### src/rtl/adder_share_arbiter.sv
// Purpose : round-robin share of one external W-bit adder among NREQ requesters.
// Latency : handshake in cycle t -> rsp_valid in cycle t+ADD_LAT+1; one issue per ADD_LAT+2 cycles.
// Backpressure: rsp_ready low holds the response; no new grants until it is consumed.
module adder_share_arbiter #(
  parameter int W       = 12,
  parameter int NREQ    = 4,
  parameter int IDW     = 2,
  parameter int ADD_LAT = 1
) (
  input  logic              clk,
  input  logic              rst,
  input  logic [NREQ-1:0]   req_valid,
  input  logic [NREQ*W-1:0] req_a,
  input  logic [NREQ*W-1:0] req_b,
  output logic [NREQ-1:0]   req_ready,
  output logic [2*W-1:0]    adder_in,
  input  logic [W:0]        adder_out,
  output logic              rsp_valid,
  output logic [W:0]        rsp_sum,
  output logic [IDW-1:0]    rsp_id,
  input  logic              rsp_ready,
  output logic              busy
);

  typedef enum logic [1:0] {
    S_IDLE,
    S_WAIT,
    S_RESP
  } state_t;

  state_t         state;
  logic [IDW-1:0] rr_ptr;
  logic [3:0]     wait_cnt;

  logic           grant_found;
  logic [IDW-1:0] grant_idx;
  logic [IDW-1:0] rr_ptr_next;
  logic [W-1:0]   sel_a;
  logic [W-1:0]   sel_b;
  logic [2*W-1:0] adder_in_d;

  // Round-robin search: first valid requester starting at rr_ptr, wrapping at NREQ.
  always_comb begin
    grant_found = 1'b0;
    grant_idx   = '0;
    for (int i = 0; i < NREQ; i++) begin
      int j;
      j = int'(rr_ptr) + i;
      if (j >= NREQ) j = j - NREQ;
      if (!grant_found && req_valid[j]) begin
        grant_found = 1'b1;
        grant_idx   = IDW'(j);
      end
    end
  end

  // Grant is only offered from IDLE; one-hot by construction of the search above.
  always_comb begin
    req_ready = '0;
    if (!rst && state == S_IDLE && grant_found) req_ready[grant_idx] = 1'b1;
  end

  // Select the granted operands and interleave them bitwise for the adder (A even, B odd).
  always_comb begin
    sel_a      = req_a[grant_idx*W +: W];
    sel_b      = req_b[grant_idx*W +: W];
    adder_in_d = '0;
    for (int i = 0; i < W; i++) begin
      adder_in_d[2*i]   = sel_a[i];
      adder_in_d[2*i+1] = sel_b[i];
    end
    rr_ptr_next = (grant_idx == IDW'(NREQ-1)) ? '0 : grant_idx + 1'b1;
  end

  // Control FSM with registered outputs; reset discards any in-flight operation.
  always_ff @(posedge clk) begin
    if (rst) begin
      state     <= S_IDLE;
      rr_ptr    <= '0;
      wait_cnt  <= '0;
      adder_in  <= '0;
      rsp_valid <= 1'b0;
      rsp_sum   <= '0;
      rsp_id    <= '0;
      busy      <= 1'b0;
    end else begin
      case (state)
        S_IDLE: begin
          if (grant_found) begin
            adder_in <= adder_in_d;
            rsp_id   <= grant_idx;
            rr_ptr   <= rr_ptr_next;
            wait_cnt <= 4'(ADD_LAT - 1);
            busy     <= 1'b1;
            state    <= S_WAIT;
          end
        end
        S_WAIT: begin
          // adder_in stays put while the external adder settles.
          if (wait_cnt == 4'd0) begin
            rsp_sum   <= adder_out;
            rsp_valid <= 1'b1;
            state     <= S_RESP;
          end else begin
            wait_cnt <= wait_cnt - 4'd1;
          end
        end
        S_RESP: begin
          if (rsp_ready) begin
            rsp_valid <= 1'b0;
            busy      <= 1'b0;
            state     <= S_IDLE;
          end
        end
        default: begin
          state     <= S_IDLE;
          rsp_valid <= 1'b0;
          busy      <= 1'b0;
        end
      endcase
    end
  end

endmodule

### config.mk
export PLATFORM = sky130hd
export DESIGN_NAME = adder_share_arbiter
export DESIGN_NICKNAME = d
export VERILOG_FILES = /design/src/rtl/adder_share_arbiter.sv
export SDC_FILE = /design/constraint.sdc
export NUM_CORES = 1
export LEC_CHECK = 0
export CAP_MARGIN = 5
export CORE_MARGIN = 3
export CORE_UTILIZATION = 33
export CTS_CLUSTER_DIAMETER = 60
export CTS_CLUSTER_SIZE = 28
export DETAILED_ROUTE_END_ITERATION = 8
export PLACE_DENSITY = 0.77
export SLEW_MARGIN = 20
export SYNTH_ARGS = -nofsm -noshare
export SYNTH_HDL_FRONTEND = slang
export SYNTH_SLANG_ARGS = --single-unit
### constraint.sdc
create_clock -name clk -period 2.1 [get_ports clk]
set_input_delay 0.42 -clock clk [delete_from_list [all_inputs] [get_ports clk]]
set_output_delay 0.42 -clock clk [all_outputs]
set_load 0.01 [all_outputs]
==> results.json <==
{
  "r2r_start": "rr_ptr[1]",
  "power.share.switching": 0.360,
  "syn_to_final_growth_pct": 81.9,
  "first_iter_violations": 109,
  "synth_top_cell_by_area": "dfxtp_1",
  "reg2reg_slack_ps": 110,
  "switchingPower_mw": 1.82,
  "gp_congestion": 0.864,
  "max_cap_violations": 0,
  "syn_area_per_cell_um2": 9.32,
  "wirelength_mm": 8.59,
  "ys_ff_latch": 49,
  "num_antenna_cells": 0,
  "grt_max_degree": 27,
  "reg2regPathDepth": 9,
  "yosys_warnings": 0,
  "powerDensity_nw_per_um2": 1140,
  "worstSetupEndpointType": "primary output",
  "clockRootBuffer": "clkbuf_8",
  "seqPwrFrac": 0.299,
  "cts.sinks": 49,
  "fill_cells": 605,
  "io_buffers": 160,
  "place_inst": 520,
  "rsz0062_at_grt": "true",
  "cp_max_fo": 3,
  "setup.worst_path.class": "flop to primary output",
  "intPower_mw": 3.24,
  "seq_area_frac_synth": 0.403,
  "required_ps": 1680,
  "grt_pass1_wl_mm": 13.2,
  "htreeDepth": 2,
  "finalCritPeriodShare": 1.09,
  "netlist_instances": 261,
  "ys_types": 40,
  "p_leak_nw": 1.77,
  "holdBufCountCts": 0,
  "wl_per_cell_um": 16.1,
  "antenna_found_initial": 0,
  "clock_tree.buffer_depth": 2,
  "fp.dieH_um": 91.9,
  "finalNonFillerCells": 533,
  "status": "complete, but fails checks",
  "route.detailed.drc": 0,
  "design_area_um2": 4430,
  "fmax_ghz": 0.438,
  "worst-path-stages": 8,
  "viasPerCell": 4.96,
  "rows": 30,
  "hold_path_end": "adder_in[13]",
  "hold_start": "adder_in[13]",
  "grt.overflow.total": 0,
  "hp-class": "flop to flop",
  "core-area_um2": 6980,
  "design.die.area_um2": 8440,
  "slowest_stage": "dfxtp_2",
  "dp.final_hpwl_mm": 6.62,
  "finalHoldViolations": 0,
  "max_stage_delay_ps": 360,
  "die_w_um": 91.9,
  "max-slew-margin-rel": 0.749,
  "syn-num-nets": 381,
  "synth_area_um2": 2430,
  "tightest_slew_ps": 372,
  "synth_top_area_share": 0.403,
  "worstSetupStartpointType": "flop",
  "synth_edf_count": 0,
  "pwr-share-comb": 0.565,
  "report.final.slew_viol_count": 0,
  "skew_ps": 4.35,
  "place_area_um2": 4240,
  "path_clk_slew_ps": 90,
  "first_pass_iters": 5,
  "async_flop_share": 0,
  "grt_pass1_vias": 2583,
  "setup_viol": 2,
  "peakVddDrop_mv": 0.612,
  "synth.area.top_cells": "dfxtp_1, mux2i_1, a22oi_1",
  "hold_depth": 2,
  "postRouteAntennaNets": 0,
  "setup_slack_ps": -181,
  "start_util": 0.349,
  "arrival_ps": 1860,
  "clockPowerShare": 0.136,
  "clkLatencyLatePin_ps": 300,
  "drive_above_1_share": 0.121,
  "crit_family": "flip-flops",
  "r2r-end": "adder_in[15]",
  "cts_tree": "built",
  "cts_buffers": 5,
  "num_vias": 2642,
  "layout_min_cycle_time_ps": 2280,
  "violations": "setup timing",
  "nets": 556,
  "ios": 161,
  "path_cells": "mux2i_1 -> nor2_1 -> a311oi_4 -> buf_4 -> inv_2 -> ha_4 -> and2_4 -> buf_6",
  "path_buf_inv": 3,
  "synthFlopType": "dfxtp_1",
  "track_usage": 0.195
}
==> synthesized netlist by cell type (2+ instances only) <==
library cell	count
a21oi_1	7
a22oi_1	24
and2_1	2
buf_2	8
buf_6	5
clkbuf_1	4
dfxtp_1	49
ha_1	4
inv_1	9
mux2i_1	41
nand2_1	26
nand2b_1	2
nor2_1	25
nor3_1	3
nor3_2	2
o211ai_1	24
o21ai_0	3
==> cell usage in the layout (no fill, tap or decap), types with 2 or more instances in the layout <==
master	netlist	layout
clkdlybuf4s50_1	0	152
dlygate4sd2_1	0	4
buf_12	0	2
buf_6	5	2
buf_4	1	23
nor2_1	25	25
a21oi_1	7	6
nor3_1	3	2
nand2_1	26	26
nor3_2	2	2
clkbuf_2	0	2
o211ai_1	24	24
clkbuf_8	0	5
nand2b_1	2	2
a22oi_1	24	24
inv_1	9	8
o21ai_0	3	3
mux2i_1	41	40
dfxtp_1	49	48
ha_1	4	3
==> layout make-up <==
type | instances | area, um2 | area share
flip-flops and latches | 49 | 982 | 0.222
clock inverters | 3 | 46.3 | 0.0105
inverters | 9 | 33.8 | 0.00763
clock buffers | 5 | 68.8 | 0.0155
well taps | 96 | 120 | 0.0271
multi-input cells | 184 | 1350 | 0.306
repair buffers | 187 | 1820 | 0.412
==> worst reg2reg max path, delay by kind of cell, from the launching register on <==
| family | cells | cell delay, ps |
|---|---|---|
| buffers and inverters | 4 | 570 |
| AOI/OAI and AO/OA | 2 | 410 |
| muxes | 2 | 450 |
| and+or+nand+nor | 1 | 90 |
| DFF | 1 | 360 |
==> repair_timing <==
item	4_1_cts	5_1_grt
buffers inserted	3	2
pin swaps	2	5
endpoints found under the setup margin	4	4
resized for setup	16	18
==> worst max-delay path by stage <==
stage,endpoint,slack (ps),start
3_3_place_gp,req_ready[2],-600,req_valid[0]
6_report,req_ready[2],-180,rr_ptr[1]
2_1_floorplan,req_ready[2],50,rr_ptr[1]
4_1_cts,req_ready[3],-180,rr_ptr[1]
5_1_grt,req_ready[2],-240,rr_ptr[1]
3_5_place_dp,req_ready[2],-670,req_valid[0]
==> power groups by stage <==
| stage | Sequential (mW) | Clock, mW | Combinational, mW |
|---|---|---|---|
| after floorplan | 1.65 | 0 | 1.34 |
| after global placement | 1.50 | 0 | 2.72 |
| after detailed placement | 1.52 | 0 | 2.75 |
| after CTS | 1.50 | 0.710 | 2.79 |
| after global routing | 1.56 | 0.740 | 3.09 |
| final | 1.51 | 0.689 | 2.86 |
==> kinds of logic (layout without fill, tap and decap cells) <==
| family | count (synthesis) | in the layout | synth area share |
|---|---|---|---|
| AO/OA/AOI/OAI | 68 | 68 | 0.204 |
| XOR/XNOR | 2 | 2 | 0.00720 |
| adder cells (fa/ha/maj) | 4 | 4 | 0.0206 |
| buffers and inverters | 28 | 204 | 0.0643 |
| flip-flops | 49 | 49 | 0.403 |
| multiplexers | 41 | 41 | 0.169 |
| AND/OR/NAND/NOR | 69 | 69 | 0.133 |
==> metrics by stage <==
stage	hold slack (ps)	worst slack [ps]	power, mW	utilization	TNS (ps)
after floorplan	453	53.2	2.99	-	0
after global placement	452	-602	4.22	0.607	-6140
after detailed placement	458	-667	4.27	0.607	-7470
after CTS	480	-177	5.01	0.627	-310
after global routing	507	-242	5.39	0.634	-445
final	478	-181	5.06	0.634	-278
==> layer usage <==
| layer | up-vias | track usage | share of wire |
|---|---|---|---|
| li1 | 1295 | - | - |
| met1 | 1245 | 0.241 | 0.40 |
| met2 | 92 | 0.337 | 0.52 |
| met3 | 10 | 0.0451 | 0.066 |
| met4 | 0 | 0.0594 | 0.017 |
| met5 | - | 0 | 0 |
==> flip-flops by register name (all words and copies together), names as in the netlist <==
signal and count:
adder_in 24, busy 1, rr_ptr 2, rsp_id 2, rsp_sum 13, rsp_valid 1, state 2, wait_cnt 4
(Power assumes the default switching activity.)
